`src/rtl/feat_drain_pkg.sv`:
```
// Shared types for the feature-BRAM stream drainer: FSM states, FIFO entry
// layout and the parameter legality check.
package feat_drain_pkg;

  typedef enum logic [1:0] {
    ST_IDLE  = 2'd0,
    ST_READ  = 2'd1,
    ST_FLUSH = 2'd2
  } drain_state_t;

  localparam int FEAT_DATA_W = 32;

  // The last tag travels with its word so tlast needs no separate counter.
  typedef struct packed {
    logic                   last;
    logic [FEAT_DATA_W-1:0] data;
  } feat_entry_t;

  function automatic bit feat_params_ok(input int rd_latency, input int fifo_depth);
    return ((rd_latency == 1) || (rd_latency == 2)) && (fifo_depth >= rd_latency + 1);
  endfunction

endpackage

```
`src/rtl/feat_sync_fifo.sv`:
```
// Synchronous FIFO with occupancy count; a push into a full FIFO is accepted
// when a pop happens in the same cycle.
module feat_sync_fifo #(
  parameter int W     = 8,
  parameter int DEPTH = 4,
  parameter int CNT_W = $clog2(DEPTH + 1)
) (
  input  logic             clk,
  input  logic             rst_n,
  input  logic             clr_i,
  input  logic             push_i,
  input  logic [W-1:0]     push_data_i,
  input  logic             pop_i,
  output logic [W-1:0]     head_o,
  output logic [CNT_W-1:0] count_o,
  output logic             empty_o
);

  localparam int PTR_W = (DEPTH > 1) ? $clog2(DEPTH) : 1;

  logic [W-1:0]     mem_q [DEPTH];
  logic [PTR_W-1:0] wr_ptr_q, wr_ptr_d, rd_ptr_q, rd_ptr_d;
  logic [CNT_W-1:0] count_q, count_d;
  logic             full, do_push, do_pop;

  function automatic logic [PTR_W-1:0] next_ptr(input logic [PTR_W-1:0] ptr);
    return (ptr == PTR_W'(DEPTH - 1)) ? '0 : ptr + 1'b1;
  endfunction

  assign full    = (count_q == CNT_W'(DEPTH));
  assign empty_o = (count_q == '0);
  assign do_pop  = pop_i && !empty_o;
  assign do_push = push_i && (!full || do_pop);
  assign head_o  = mem_q[rd_ptr_q];
  assign count_o = count_q;

  always_comb begin
    wr_ptr_d = wr_ptr_q;
    rd_ptr_d = rd_ptr_q;
    if (do_push) wr_ptr_d = next_ptr(wr_ptr_q);
    if (do_pop)  rd_ptr_d = next_ptr(rd_ptr_q);
    count_d = count_q + CNT_W'(do_push) - CNT_W'(do_pop);
  end

  always_ff @(posedge clk) begin
    if (!rst_n || clr_i) begin
      wr_ptr_q <= '0;
      rd_ptr_q <= '0;
      count_q  <= '0;
    end else begin
      wr_ptr_q <= wr_ptr_d;
      rd_ptr_q <= rd_ptr_d;
      count_q  <= count_d;
    end
  end

  always_ff @(posedge clk) begin
    if (do_push) mem_q[wr_ptr_q] <= push_data_i;
  end

  always @(posedge clk) begin
    if (rst_n && !clr_i) assert (!(push_i && full && !do_pop));
  end

endmodule

```
`src/rtl/feat_stream_drainer.sv`:
```
// Reads the whole new-feature BRAM after gat_ready and streams it out over
// AXI-Stream, prefetching under a credit limit into a small FIFO.
module feat_stream_drainer
  import feat_drain_pkg::*;
#(
  parameter int NEW_FEATURE_WIDTH  = 32,
  parameter int NUM_SUBGRAPHS      = 2708,
  parameter int NUM_FEATURE_OUT    = 16,
  parameter int NEW_FEATURE_ADDR_W = $clog2(NUM_SUBGRAPHS * NUM_FEATURE_OUT),
  parameter int RD_LATENCY         = 2,
  parameter int FIFO_DEPTH         = 4
) (
  input  logic                          clk,
  input  logic                          rst_n,
  input  logic                          gat_ready,
  input  logic                          drain_start,
  output logic [NEW_FEATURE_ADDR_W+1:0] feat_bram_addrb,
  input  logic [NEW_FEATURE_WIDTH-1:0]  feat_bram_dout,
  output logic [NEW_FEATURE_WIDTH-1:0]  m_axis_tdata,
  output logic                          m_axis_tvalid,
  input  logic                          m_axis_tready,
  output logic                          m_axis_tlast,
  output logic                          drain_busy,
  output logic                          drain_done,
  output logic [NEW_FEATURE_ADDR_W:0]   beat_count
);

  localparam int NEW_FEATURE_DEPTH = NUM_SUBGRAPHS * NUM_FEATURE_OUT;
  localparam int ENTRY_W = $bits(feat_entry_t);
  localparam int CNT_W   = $clog2(FIFO_DEPTH + 1);
  localparam int SUM_W   = CNT_W + 1;
  localparam bit PARAMS_OK = feat_params_ok(RD_LATENCY, FIFO_DEPTH) &&
                             (NEW_FEATURE_WIDTH == FEAT_DATA_W);
  localparam logic [NEW_FEATURE_ADDR_W-1:0] LAST_ADDR = NEW_FEATURE_ADDR_W'(NEW_FEATURE_DEPTH - 1);
  localparam logic [NEW_FEATURE_ADDR_W:0]   LAST_BEAT = (NEW_FEATURE_ADDR_W + 1)'(NEW_FEATURE_DEPTH - 1);

  drain_state_t                  state_q, state_d;
  logic [NEW_FEATURE_ADDR_W-1:0] rd_addr_q, rd_addr_d;
  logic [NEW_FEATURE_ADDR_W:0]   beat_q, beat_d;
  logic [CNT_W-1:0]              inflight_q, inflight_d;
  logic [RD_LATENCY-1:0]         vld_q, vld_d, tag_q, tag_d;
  logic                          busy_q, busy_d, done_q, done_d;
  logic                          start_ok, rd_en, last_issue, wr_en, pop, fifo_empty;
  logic [CNT_W-1:0]              fifo_count;
  logic [SUM_W-1:0]              occupancy, allowance;
  logic [ENTRY_W-1:0]            head_bits;
  feat_entry_t                   wr_entry, head_entry;

  assign start_ok = (state_q == ST_IDLE) && drain_start && gat_ready;
  assign pop      = !fifo_empty && m_axis_tready;
  assign wr_en    = vld_q[RD_LATENCY-1];

  // A pop this cycle frees a slot, so it counts toward the credit.
  assign occupancy  = SUM_W'(fifo_count) + SUM_W'(inflight_q);
  assign allowance  = SUM_W'(FIFO_DEPTH) + SUM_W'(pop);
  assign rd_en      = (state_q == ST_READ) && (occupancy < allowance);
  assign last_issue = rd_en && (rd_addr_q == LAST_ADDR);

  always_comb begin
    state_d    = state_q;
    rd_addr_d  = rd_addr_q;
    beat_d     = beat_q;
    busy_d     = busy_q;
    done_d     = done_q;
    inflight_d = inflight_q + CNT_W'(rd_en) - CNT_W'(wr_en);
    vld_d[0]   = rd_en;
    tag_d[0]   = last_issue;
    for (int i = 1; i < RD_LATENCY; i++) begin
      vld_d[i] = vld_q[i-1];
      tag_d[i] = tag_q[i-1];
    end
    if (pop) beat_d = beat_q + 1'b1;
    case (state_q)
      ST_IDLE: begin
        if (start_ok) begin
          state_d    = ST_READ;
          rd_addr_d  = '0;
          beat_d     = '0;
          done_d     = 1'b0;
          busy_d     = 1'b1;
          inflight_d = '0;
        end
      end
      ST_READ: begin
        if (last_issue) state_d = ST_FLUSH;
        else if (rd_en) rd_addr_d = rd_addr_q + 1'b1;
      end
      ST_FLUSH: begin
        if (pop && (beat_q == LAST_BEAT)) begin
          state_d = ST_IDLE;
          done_d  = 1'b1;
          busy_d  = 1'b0;
        end
      end
      default: state_d = ST_IDLE;
    endcase
  end

  always_ff @(posedge clk) begin
    if (!rst_n) begin
      state_q    <= ST_IDLE;
      rd_addr_q  <= '0;
      beat_q     <= '0;
      inflight_q <= '0;
      vld_q      <= '0;
      busy_q     <= 1'b0;
      done_q     <= 1'b0;
    end else begin
      state_q    <= state_d;
      rd_addr_q  <= rd_addr_d;
      beat_q     <= beat_d;
      inflight_q <= inflight_d;
      vld_q      <= vld_d;
      busy_q     <= busy_d;
      done_q     <= done_d;
    end
  end

  always_ff @(posedge clk) begin
    tag_q <= tag_d;
  end

  assign wr_entry = '{last: tag_q[RD_LATENCY-1], data: feat_bram_dout};

  feat_sync_fifo #(
    .W     (ENTRY_W),
    .DEPTH (FIFO_DEPTH)
  ) u_fifo (
    .clk         (clk),
    .rst_n       (rst_n),
    .clr_i       (start_ok),
    .push_i      (wr_en),
    .push_data_i (wr_entry),
    .pop_i       (pop),
    .head_o      (head_bits),
    .count_o     (fifo_count),
    .empty_o     (fifo_empty)
  );

  // Data is masked while empty so reset and idle present a zero word.
  assign head_entry      = feat_entry_t'(head_bits);
  assign m_axis_tvalid   = !fifo_empty;
  assign m_axis_tdata    = fifo_empty ? '0 : head_entry.data;
  assign m_axis_tlast    = !fifo_empty && head_entry.last;
  assign feat_bram_addrb = {rd_addr_q, 2'b00};
  assign drain_busy      = busy_q;
  assign drain_done      = done_q;
  assign beat_count      = beat_q;

  always @(posedge clk) begin
    assert (PARAMS_OK);
  end

endmodule
```
`config.mk`:
```
export PLATFORM = sky130hd
export DESIGN_NAME = feat_stream_drainer
export DESIGN_NICKNAME = d
export VERILOG_FILES = /design/src/rtl/feat_drain_pkg.sv /design/src/rtl/feat_sync_fifo.sv /design/src/rtl/feat_stream_drainer.sv
export SDC_FILE = /design/constraint.sdc
export NUM_CORES = 1
export LEC_CHECK = 0
export ABC_AREA = 1
export BUFFER_PORTS_ARGS = -buffer_cell sky130_fd_sc_hd__buf_2
export CORE_UTILIZATION = 29
export DETAILED_ROUTE_END_ITERATION = 16
export HOLD_SLACK_MARGIN = 0.1
export PLACE_DENSITY = 0.56
export SYNTH_ARGS = -nofsm -noshare
export SYNTH_HDL_FRONTEND = slang
export SYNTH_HIERARCHICAL = 1
export SYNTH_SLANG_ARGS = --single-unit
```
`constraint.sdc`:
```
create_clock -name clk -period 4.26 [get_ports clk]
set_input_delay 0.852 -clock clk [delete_from_list [all_inputs] [get_ports clk]]
set_output_delay 0.852 -clock clk [all_outputs]
set_load 0.01 [all_outputs]
```
---- Word-level counts from Yosys, hierarchy flattened ----
Memory sizes are Yosys's and may differ from the RTL's. A register that Yosys moved wholly into a read port is not among the register bits.
Cells that the tools add are included.
W data, S select, Z words.
cells by class
  $lt $le $gt $ge ......................... 1
  muxes and demuxes ....................... 26
  equality and inequality tests ........... 12
  add/subtract/negate cells ............... 10
  reduce and logical (&&, ||, !) cells .... 21
operators with widths
  operator                 number
  $mux W17                 3
  $mux W16                 3
  $mux W32                 1
  $pmux W16 S2             1
  $add A17 B1 Y17 const B  1
  $eq A17 B16 Y1 const B   1
  $add A16 B1 Y16 const B  1
  $eq A16 B16 Y1 const B   1
  $mux W2                  7
  $logic_and A1 B1 Y1      9
  $ne A2 B2 Y1 const B     4
  $add A3 B1 Y3            2
  $eq A2 B2 Y1 const B     3
  $mux W1                  6
  $mux W3                  2
  $pmux W2 S3              1
  $reduce_and A3 Y1        2
  $sub A3 B1 Y3            2
  $add A2 B1 Y2 const B    2
  $add A3 B1 Y4 const A    1
  $add A3 B3 Y4            1
  $lt A4 B4 Y1             1
  $pmux W1 S2              2
  $reduce_and A4 Y1        1
  8 further kinds          12
storage, ports and cells
  word-level logic and storage cells ...... 82
  memories ................................ 1
  bits in writable memories ............... 132
  output and inout port bits .............. 71
  bits of input ports ..................... 37
  register bits ........................... 51
memory list
  name          words  bits a word  rd ports  clocked after memory_dff  write ports  line                  text
  u_fifo.mem_q  4      33           1         1                         1            feat_sync_fifo.sv:21  logic [W-1:0] mem_q [DEPTH];

---- Longest topological paths before layout ----
Gate-level depths: netlist of the first run.
  depth after elaboration ................. 10
  mapped depth ............................ 17
  mapped depth without buffers ............ 16

---- By module ----
Netlist of the first run, hierarchy kept.
modules (own cells, without submodules)
  module               instances  sequential area each (um2)  area each (um2)  cells an instance
  feat_sync_fifo       1          4144.0                      5416.4           391
  feat_stream_drainer  1          880.8                       2897.8           475

---- Least setup slack after synthesis of the first run ----
Ideal clock, no wire load.
  path kind ............................... input to register
  start ................................... in m_axis_tready
  end ..................................... mem u_fifo/mem_q[0][0] in the netlist's numbering (enable)
  buffers on the path ..................... 0
  required time ........................... 3837 ps
  library setup time ...................... 423 ps
  arrival ................................. 2781 ps
  slack ................................... 1056 ps
  cell stages on the path ................. 6
  cells stage by stage .................... inv_2 -> nor2_4 -> nor2_1 -> nand2_1 -> nand2_1 -> nor2_1
on the way
  longest elaborated chain between the ends .. 6
ends and longest elaborated chain
  element                        line                       text
  from (decl)                    feat_stream_drainer.sv:21  input logic m_axis_tready,
  $logic_and A1 B1 Y1            feat_stream_drainer.sv:50  assign pop = !fifo_empty && m_axis_tready;
  net pop                        feat_stream_drainer.sv:43  logic start_ok, rd_en, last_issue, wr_en, pop, fifo_empty;
  $logic_and A1 B1 Y1            feat_sync_fifo.sv:32       assign do_pop = pop_i && !empty_o;
  $logic_or A1 B1 Y1             feat_sync_fifo.sv:33       assign do_push = push_i && (!full || do_pop);
  $logic_and A1 B1 Y1            feat_sync_fifo.sv:33
  $mux W1                        feat_sync_fifo.sv:58       if (do_push) mem_q[wr_ptr_q] <= push_data_i;
  $mux W1 (not written as such)  feat_sync_fifo.sv:58
  to (decl)                      feat_sync_fifo.sv:21
The timed path passes the listed nets, and every way through them passes these cells.

==> flow_summary.ini, run 1 <==
[worst_hold_path]
hold_class = flip-flop to flip-flop
min_to = tag_q[1]$_DFF_P_
hp-start = tag_q[0]$_DFF_P_
holdPathStages = 0

[grt]
grt_start_max_net_pins = 67
grt_antenna_before_repair = 1
grt_pass1_vias = 5664
grt_overflow = 0
track_usage_pct = 13.3
grt_pass1_wl_microns = 29800

[power_and_ir_drop]
p_sw_share_pct = 23.4
internal_power_mw = 2.82
power_frac_seq_pct = 52.7
leakage_nw = 3.76
p_per_area_nw_per_um2 = 376
ir_drop_v = 0.000247
pwr-share-comb_pct = 3.7
clock_power_share_pct = 43.6
p_switching_mw = 0.864

[floorplanning]
core_region_area_sq_um = 28000
start_util_pct = 29.7
fp.dieArea_sq_um = 29400
fp.dieW_microns = 171
die_h_microns = 171
rows = 61
boundaryPins = 108

[cells_and_area]
design_area_sq_um = 9820
fin_util_pct = 35.1
drive_above_1_share_pct = 18.3
nNetsFinal = 1021
syn_to_final_growth_pct = 18.1
antenna_cells = 0

[detailed_routing]
remaining_drc_errors = 0
wl_per_cell_microns = 13.7
num_vias = 6040
totalWireLength_microns = 18600
dr.pass1.iters = 5
drtAntennaViolNets = 0
drt_iter0_drc = 405
vias_per_cell = 4.45

[clock_network]
cts-resized-gates = 0
cts.sinks = 185
cts_setup_buffers = 0
htree_levels = 4
clkSlewWorstSetupHoldPaths_ns = 0.07
cts_buffers = 17
cts_max_path_buffers = 2
cts_root_buf = clkbuf_16
holdBufCountCts = 0
clk-insertion-delay-late_ns = 0.43
cts_tree = yes

[job]
maxCapViolations = 0

[place]
portBuffers = 105
dpl_cell_area_sq_um = 9210
gp_congestion = 0.809
dp_hpwl_microns = 11900

[sta]
drv_slew = 0
tns_ns = 0
tightest_slew_ns = 0.741
holdWs_ns = 0.338
rsz0062_at_grt = no
relSlewSlack_pct = 50.5
hold_violations = 0
fin_crit_sh_pct = 74.5
max_freq_mhz = 315
finalClockSkew_ns = 0.0130
setup_viol = 0
finalCriticalPeriod_ns = 3.18

[critical_path]
crit_required_ns = 3.41
critPathLaunchType = flip-flop
arrival_ns = 2.32
critPathMaxFanout = 42
r2r_start = u_fifo/count_o[1]$_SDFF_PP0_
crit_slowest_cell = inv_2
r2r-end = u_fifo/count_o[2]$_SDFF_PP0_
r2r_slack_ns = 1.34
slowest_delay_ns = 0.54
cp-end-kind = primary output
reg2reg_depth = 16
crit_chain = inv_2, buf_4, o21ai_0, o22ai_1, inv_1, nor2_1, buf_2
path_class = flip-flop to primary output

[run_status]
status = finished, final reports clean

[yosys]
ys_seq_area_share_pct = 60.4
ys_ff_latch = 185
ys_types = 39
synth-async-reset-ratio_pct = 0
synthCells = 866
yosysWarningCount = 6
syn_area_per_cell_sq_um = 9.60
synth-edff-count = 132
ys.flop_type = edfxtp_1
netlist_area_sq_um = 8310
flip-flops by register name, indices dropped and copies added, names as in the netlist, named ones only:
register / flops
u_fifo/count_o: 3
u_fifo/rd_ptr_q: 2
u_fifo/wr_ptr_q: 2
u_fifo/mem_q: 132
rd_addr_q: 16
drain_done: 1
vld_q: 2
tag_q: 2
beat_count: 17
drain_busy: 1
inflight_q: 3
state_q: 2
final cells by class:
type	instances	area, sq um
Timing Repair Buffer	113	611
Clock inverter	14	176
Fill cell	2920	18200
Sequential cell	185	5030
Tap cell	378	473
Inverter	98	368
Clock buffer	18	429
Multi-Input combinational cell	552	2740
metrics by stage:
step	total power, mW	instances	setup WS (ns)
final	3.69	1358	1.08
after global routing	3.83	1358	0.871
after CTS	3.74	1358	1.02
after detailed placement	2.13	1326	1.13
after global placement	2.12	1326	1.14
after floorplan	2.07	867	1.06
worst max-delay path by stage:
stage                             start  cells past startpoint  slack [ns]                           end
after floorplan           m_axis_tready                      6        1.06  u_fifo/mem_q[0][0]$_DFFE_PP_
after global placement    m_axis_tready                     15        1.14  u_fifo/count_o[2]$_SDFF_PP0_
after detailed placement  m_axis_tready                     15        1.13  u_fifo/count_o[2]$_SDFF_PP0_
after CTS                     flip-flop                      7        1.02              m_axis_tdata[11]
after global routing          flip-flop                      7        0.87              m_axis_tdata[16]
final                         flip-flop                      7        1.08              m_axis_tdata[11]
synth_stat cells (2+ instances only):
cell type,count,share of area (%)
a211oi_1,2,0.18
a21oi_1,29,1.7
buf_2,9,0.54
buf_4,5,0.45
buf_6,9,1.2
clkbuf_1,7,0.32
clkbuf_2,2,0.12
dfxtp_1,53,13
edfxtp_1,132,48
fa_1,3,0.72
ha_1,14,2.1
inv_1,91,4.1
inv_2,7,0.32
nand2_1,124,5.6
nand2_2,3,0.23
nand2_4,3,0.41
nand3_1,33,2.0
nand3_2,2,0.24
nand3b_1,2,0.18
nand4_1,7,0.53
nor2_1,186,8.4
nor2_2,7,0.53
nor2_4,4,0.54
nor3_1,5,0.30
nor3b_1,2,0.18
o21a_1,2,0.18
o21ai_0,54,3.3
o21ai_1,19,1.1
o22ai_1,33,2.5
or2_2,2,0.15
xor2_1,7,0.74
power groups by stage:
stage | Combinational, mW | Sequential (mW) | Clock (mW)
floorplan | 0.0807 | 1.99 | 0
global placement | 0.138 | 1.99 | 0
detailed placement | 0.140 | 1.99 | 0
CTS | 0.141 | 1.94 | 1.66
global route | 0.158 | 1.95 | 1.72
finish | 0.137 | 1.94 | 1.61
cells by family (layout without fill, tap and decap cells):
family,after synthesis,count (layout),synth area share (%)
compound gates,143,143,9.36
xor+xnor,8,8,0.843
fa+ha+maj,17,17,2.83
buf+inv,130,243,7.07
simple gates,382,382,19.4
flops,185,185,60.4
other cells,1,2,0.0451
critical path, delay by kind of cell, from the launching register on:
| family | cells | cell delay, ns |
|---|---|---|
| compound gates | 2 | 0.29 |
| buf+inv | 4 | 1.16 |
| flops | 1 | 0.32 |
| simple gates | 1 | 0.11 |
layout by cell type (no fill, tap or decap), types with 6 or more instances in the layout:
cell type | synthesis | layout
nor2_2 | 7 | 7
nand2_1 | 124 | 124
xor2_1 | 7 | 7
nor2_1 | 186 | 182
o21ai_0 | 54 | 54
nand4_1 | 7 | 7
nand3_1 | 33 | 33
nor2_4 | 4 | 8
buf_4 | 5 | 6
inv_1 | 91 | 91
ha_1 | 14 | 14
o22ai_1 | 33 | 33
o21ai_1 | 19 | 19
dfxtp_1 | 53 | 52
clkbuf_16 | 0 | 17
inv_2 | 7 | 7
a21oi_1 | 29 | 29
buf_2 | 9 | 105
edfxtp_1 | 132 | 132
metal layers:
layer / up-vias / global-route usage [%] / routed length [microns]
met5: - / 0 / 11
met1: 2789 / 16.9 / 8900
met3: 14 / 3.38 / 879
met4: 2 / 3.61 / 161
li1: 3092 / - / -
met2: 143 / 22.3 / 8610
Power figures use the tool's default switching activity.
==> run 2: changes to the inputs <==
--- a/config.mk
+++ b/config.mk
@@ -5,7 +5,7 @@
 export SDC_FILE = /design/constraint.sdc
 export NUM_CORES = 1
 export LEC_CHECK = 0
-export ABC_AREA = 1
+export ABC_AREA = 0
 export BUFFER_PORTS_ARGS = -buffer_cell sky130_fd_sc_hd__buf_2
 export CORE_UTILIZATION = 29
 export DETAILED_ROUTE_END_ITERATION = 16
==> constraint.sdc (replaced) <==
create_clock -name clk -period 3.15 [get_ports clk]
set_input_delay 0.63 -clock clk [delete_from_list [all_inputs] [get_ports clk]]
set_output_delay 0.63 -clock clk [all_outputs]
set_load 0.01 [all_outputs]
==> run 2 against run 1 <==
Against the previous run: cell count is 28% lower; first-iteration DRC count down 52%; global-route usage decreased by 1.4 points; via count is 26% lower; critical path depth is 6 higher; core utilization up 0.68 points; clock power grew 31%; synthesized area is 8.1% lower.
==> flow_summary.ini, run 2 <==
[yosys]
yosysWarningCount = 6
ys.flop_type = edfxtp_1
synth-edff-count = 132
syn_area_per_cell_sq_um = 15.1
ys_seq_area_share_pct = 65.7
ys_ff_latch = 185
yosysMostFrequentCell = edfxtp_1
yosysTopAreaCell = edfxtp_1
synth-async-reset-ratio_pct = 0
ys_types = 52
synth_common_cells = edfxtp_1, dfxtp_1, nor2b_1
netlist_area_sq_um = 7640
synthCells = 507
synth_top_area_share_pct = 51.9
synthTopCellsByArea = edfxtp_1, dfxtp_1, mux4_2, nor2b_1, ha_1

[clock_network]
htree_levels = 4
holdBufCountCts = 0
cts_root_buf = clkbuf_16
clk-insertion-delay-late_ns = 0.44
cts_buffers = 17
cts_max_path_buffers = 2
cts.sinks = 185
cts_tree = yes
clkSlewWorstSetupHoldPaths_ns = 0.08

[place]
dp_slack_ns = -0.114
dpl.cell_count = 937
portBuffers = 105
dp_hpwl_microns = 9140
gp_congestion = 0.722

[power_and_ir_drop]
leakage_nw = 3.28
clock_power_share_pct = 43.0
pwr-share-comb_pct = 3.5
ir_drop_v = 0.000288
p_sw_share_pct = 23.4
p_switching_mw = 1.15
p_per_area_nw_per_um2 = 529
power_frac_seq_pct = 53.4
p_total_mw = 4.91
internal_power_mw = 3.76

[detailed_routing]
drt_iter0_drc = 196
vias_per_cell = 4.58
wl_per_cell_microns = 15.5
totalWireLength_microns = 15100
dr.pass1.iters = 4
num_vias = 4462
drtAntennaViolNets = 0
remaining_drc_errors = 0

[job]
maxCapViolations = 0

[sta]
fin_crit_sh_pct = 99.4
rsz0062_at_grt = yes
tightest_slew_ns = 0.969
relSlewSlack_pct = 35.4
finalClockSkew_ns = 0.0138
tns_ns = 0
hold_violations = 0
finalCriticalPeriod_ns = 3.13
setup_viol = 0
drv_slew = 0
worst_slack_ns = 0.0202
max_freq_mhz = 320

[worst_hold_path]
min_to = tag_q[1]$_DFF_P_
hold_class = flip-flop to flip-flop
holdPathStages = 0
hp-start = tag_q[0]$_DFF_P_

[run_status]
status = finished, final reports clean

[floorplanning]
die_h_microns = 164
fp.dieW_microns = 164
rows = 59
start_util_pct = 29.4
boundaryPins = 108
fp.dieArea_sq_um = 27000
core_region_area_sq_um = 26000

[cells_and_area]
final_cells = 974
largest_reg_flops = 132
nNetsFinal = 679
syn_to_final_growth_pct = 21.5
layout_common_cells = edfxtp_1, buf_2, dfxtp_1, nor2b_1, mux4_2
final_common_cell = edfxtp_1
regMostFlops = u_fifo/mem_q
drive_above_1_share_pct = 34.8
fin_util_pct = 35.7

[critical_path]
arrival_ns = 3.43
r2r_slack_ns = 0.02
reg2reg_depth = 13
slowest_delay_ns = 0.51
crit_slowest_cell = or4b_4
crit_chain = ha_4, fa_1, or4b_4, a221oi_4, inv_2, ha_4, inv_2, ha_4, inv_2, fa_2, xor2_1, xnor2_1, nor2_1
critPathMaxFanout = 2
critPathLaunchType = flip-flop
cp-end-kind = flip-flop
crit_required_ns = 3.45
r2r_start = u_fifo/count_o[0]$_SDFF_PP0_
path_class = flip-flop to flip-flop
r2r-end = inflight_q[2]$_SDFF_PN0_

[grt]
grt_pass1_wl_microns = 23900
grt_antenna_before_repair = 0
grt_pass1_vias = 4408
track_usage_pct = 11.9
grt_overflow = 0
grt_start_max_net_pins = 35
## run 2: critical path, delay by kind of cell, from the launching register on
kind            cells  cell delay, ns
buf+inv             3            0.18
fa+ha+maj           5            1.32
simple gates        2            0.56
flops               1            0.34
xor+xnor            2            0.29
compound gates      1            0.30
## run 2: per-layer routing
metal  part of all wire [%]  track usage [%]  vias to the layer above  wire length (microns)
li1                       -                -                     2159                      -
met1                     47             15.8                     2174                   7190
met2                     46             18.7                      117                   7010
met3                    5.2             3.16                       12                    789
met4                    1.0             3.79                        0                    153
met5                      0                0                        -                      0
## run 2: layout make-up
cell class	instances	area, sq um
Antenna cell	1	2.50
Fill cell	2554	16700
Sequential cell	185	5030
Multi-Input combinational cell	285	2510
Clock inverter	15	169
Tap cell	335	419
Clock buffer	17	425
Inverter	15	56.3
Timing Repair Buffer	121	671
## run 2: worst max-delay path by stage
| stage | end | slack, ns | cells after the start | from |
|---|---|---|---|---|
| global placement | inflight_q[2]$_SDFF_PN0_ | -0.05 | 13 | inflight_q[0]$_SDFF_PN0_ |
| finish | inflight_q[2]$_SDFF_PN0_ | 0.02 | 13 | u_fifo/count_o[0]$_SDFF_PP0_ |
| global route | inflight_q[2]$_SDFF_PN0_ | -0.1 | 13 | u_fifo/count_o[0]$_SDFF_PP0_ |
| floorplan | inflight_q[2]$_SDFF_PN0_ | -0.06 | 13 | u_fifo/count_o[0]$_SDFF_PP0_ |
| detailed placement | inflight_q[2]$_SDFF_PN0_ | -0.11 | 13 | inflight_q[0]$_SDFF_PN0_ |
| CTS | inflight_q[2]$_SDFF_PN0_ | -0.11 | 13 | inflight_q[0]$_SDFF_PN0_ |
## run 2: kinds of logic (layout without fill, tap and decap cells)
group                      count (synthesis)  in the layout  synth area share [%]
DFF                                      185            185                  65.7
other                                      1              3                0.0491
and+or+nand+nor                          166            166                  12.5
adders and majority gates                 17             17                  3.08
buffers and inverters                     38            168                  2.28
AOI/OAI and AO/OA                         48             48                  4.37
muxes                                     35             35                  10.1
xor gates and xnor gates                  17             17                  1.95
## run 2: power by group through the flow
stage	combinational [mW]	sequential [mW]	clock, mW
2_1_floorplan	0.0861	2.68	0
3_3_place_gp	0.162	2.68	0
3_5_place_dp	0.164	2.68	0
4_1_cts	0.168	2.62	2.18
5_1_grt	0.194	2.63	2.28
6_report	0.174	2.62	2.11
## run 2: what timing repair did
action | 4_1_cts | 5_1_grt
gates resized for setup | 8 | 5
endpoints found under the setup margin | 1 | 10
pin swaps | 5 | 8
hold endpoints to repair | 0 | 0
cloned | 0 | 0
setup buffers | 1 | 3
## run 2: per-stage QoR
stage,hold WS [ns],cell area (sq um)
after floorplan,0.310,7660
after global placement,0.319,8610
after detailed placement,0.316,8610
after CTS,0.351,9230
after global routing,0.348,9280
final,0.343,9290
==> run 3: changes to the inputs <==
--- a/config.mk
+++ b/config.mk
@@ -6,7 +6,7 @@
 export NUM_CORES = 1
 export LEC_CHECK = 0
 export ABC_AREA = 0
-export BUFFER_PORTS_ARGS = -buffer_cell sky130_fd_sc_hd__buf_2
+export BUFFER_PORTS_ARGS = -buffer_cell sky130_fd_sc_hd__clkbuf_2
 export CORE_UTILIZATION = 29
 export DETAILED_ROUTE_END_ITERATION = 16
 export HOLD_SLACK_MARGIN = 0.1
==> constraint.sdc (replaced) <==
create_clock -name clk -period 2.9 [get_ports clk]
set_input_delay 0.58 -clock clk [delete_from_list [all_inputs] [get_ports clk]]
set_output_delay 0.58 -clock clk [all_outputs]
set_load 0.01 [all_outputs]
==> run 3 against run 2 <==
Against the previous run: the flow now finishes with violations (negative setup slack); worst hold slack better by 0.018 ns; cell count grew 0.31%; highest routed layer unchanged; wire length rose by 6.1%; global-route usage rose by 0.52 points; core utilization grew 0.58 points; sequential power is 8.8% higher; setup slack lost 0.21 ns; via count rose by 3.6%.
==> flow_summary.ini, run 3 (synthesis gave the netlist of run 2 again) <==
[run_status]
status = finished with violations
violations = negative setup slack

[power_and_ir_drop]
ir_drop_v = 0.000424
leakage_nw = 3.29
p_per_area_nw_per_um2 = 578

[critical_path]
path_class = flip-flop to flip-flop
r2r-end = rd_addr_q[8]$_SDFFE_PN0P_
critPathMaxFanout = 7
critPathLaunchType = flip-flop
crit_chain = ha_4, fa_1, or4b_4, a221oi_4, buf_4, mux2_4, bufbuf_16, or3_1, a21oi_2
reg2reg_depth = 9
r2r_slack_ns = -0.19
cp-end-kind = flip-flop
crit_slowest_cell = or4b_4
crit_required_ns = 3.27
cp_num_buf_inv = 2
r2r_start = u_fifo/count_o[0]$_SDFF_PP0_
slowest_delay_ns = 0.50
arrival_ns = 3.46
crit_family = simple AND/OR/NAND/NOR gates
crit_start = u_fifo/count_o[0]$_SDFF_PP0_

[sta]
fin_crit_sh_pct = 107
hold_violations = 0
relSlewSlack_pct = 34.6
setup_viol = 17
tightest_slew_ns = 0.981
worst_slack_ns = -0.192
finalCriticalPeriod_ns = 3.09
max_freq_mhz = 323
drv_slew = 0
rsz0062_at_grt = yes
finalClockSkew_ns = 0.00864

[cells_and_area]
syn_to_final_growth_pct = 23.5
ff_latch_area_sq_um = 5030
fin_util_pct = 36.3
final_common_cell = edfxtp_1
drive_above_1_share_pct = 36.2
design_area_sq_um = 9440
largest_reg_flops = 132
fillers = 2500
nNetsFinal = 682
layout_common_cells = edfxtp_1, clkbuf_2, dfxtp_1, nor2b_1, mux4_2
multi_input_area_sq_um = 2530
regMostFlops = u_fifo/mem_q

[clock_network]
cts_root_buf = clkbuf_16
cts_tree = yes
clkSlewWorstSetupHoldPaths_ns = 0.08
cts_max_path_buffers = 2
htree_levels = 4
cts.sinks = 185
cts_buffers = 17
clk-insertion-delay-late_ns = 0.42

[worst_hold_path]
min_to = tag_q[1]$_DFF_P_
hold_class = flip-flop to flip-flop
hp-start = tag_q[0]$_DFF_P_
holdPathStages = 0

[detailed_routing]
vias_per_cell = 4.73
remaining_drc_errors = 0
num_vias = 4622
wl_per_cell_microns = 16.4
dr.pass1.iters = 4
totalWireLength_microns = 16100
drt_iter0_drc = 252
drtAntennaViolNets = 0

[floorplanning]
die_h_microns = 164
fp.dieArea_sq_um = 27000
core_region_area_sq_um = 26000
fp.dieW_microns = 164
start_util_pct = 29.4
boundaryPins = 108
rows = 59

[place]
portBuffers = 105
dp_hpwl_microns = 10000
dp_slack_ns = -0.302
dpl_cell_area_sq_um = 8670
gp_congestion = 0.799

[grt]
track_usage_pct = 12.4
grt_pass1_vias = 4915
grt_pass1_wl_microns = 25300
grt_antenna_before_repair = 1
grt_overflow = 0
grt_start_max_net_pins = 35

[job]
maxCapViolations = 0
## run 3: worst max-delay path by stage
stage	cells past startpoint	to	slack (ns)
6_report	9	rd_addr_q[8]$_SDFFE_PN0P_	-0.19
5_1_grt	13	inflight_q[2]$_SDFF_PN0_	-0.30
4_1_cts	13	inflight_q[2]$_SDFF_PN0_	-0.26
3_5_place_dp	13	inflight_q[2]$_SDFF_PN0_	-0.30
3_3_place_gp	13	inflight_q[2]$_SDFF_PN0_	-0.22
2_1_floorplan	13	inflight_q[2]$_SDFF_PN0_	-0.26
## run 3: stage by stage
step	hold WS, ns	TNS (ns)	cells	power, mW
2_1_floorplan	0.310	-0.390	508	3.01
3_3_place_gp	0.328	-0.492	939	3.08
3_5_place_dp	0.347	-1.19	939	3.09
4_1_cts	0.342	-1.74	973	5.53
5_1_grt	0.348	-3.36	976	5.66
6_report	0.361	-1.80	977	5.46
## run 3: what timing repair did
item / in CTS / in global routing
setup buffers: 1 / 3
cloned: 2 / 0
hold buffers: 0 / 0
pin swaps: 4 / 3
gates resized for setup: 4 / 8
endpoints found under the setup margin: 18 / 18
## run 3: layout make-up
class | instances | share of cell area (%)
Clock buffer | 17 | 4.51
Sequential cell | 185 | 53.3
Tap cell | 335 | 4.44
Antenna cell | 1 | 0.0265
Multi-Input combinational cell | 285 | 26.8
Timing Repair Buffer | 124 | 8.14
Inverter | 15 | 0.597
Clock inverter | 15 | 2.16
## run 3: report_power, final
part	leakage (nW)	internal [mW]	switching, mW
clock network	0.303	1.20	1.19
registers	1.62	2.84	0.00969
logic	1.37	0.104	0.110
## run 3: per-layer routing
| layer | global-route usage [%] | share of wire [%] | wire length [microns] |
|---|---|---|---|
| met3 | 2.45 | 4.7 | 752 |
| met1 | 15.2 | 44 | 7050 |
| met2 | 21.5 | 50 | 8070 |
| met5 | 0 | 0 | 0 |
| met4 | 4.42 | 1.2 | 200 |
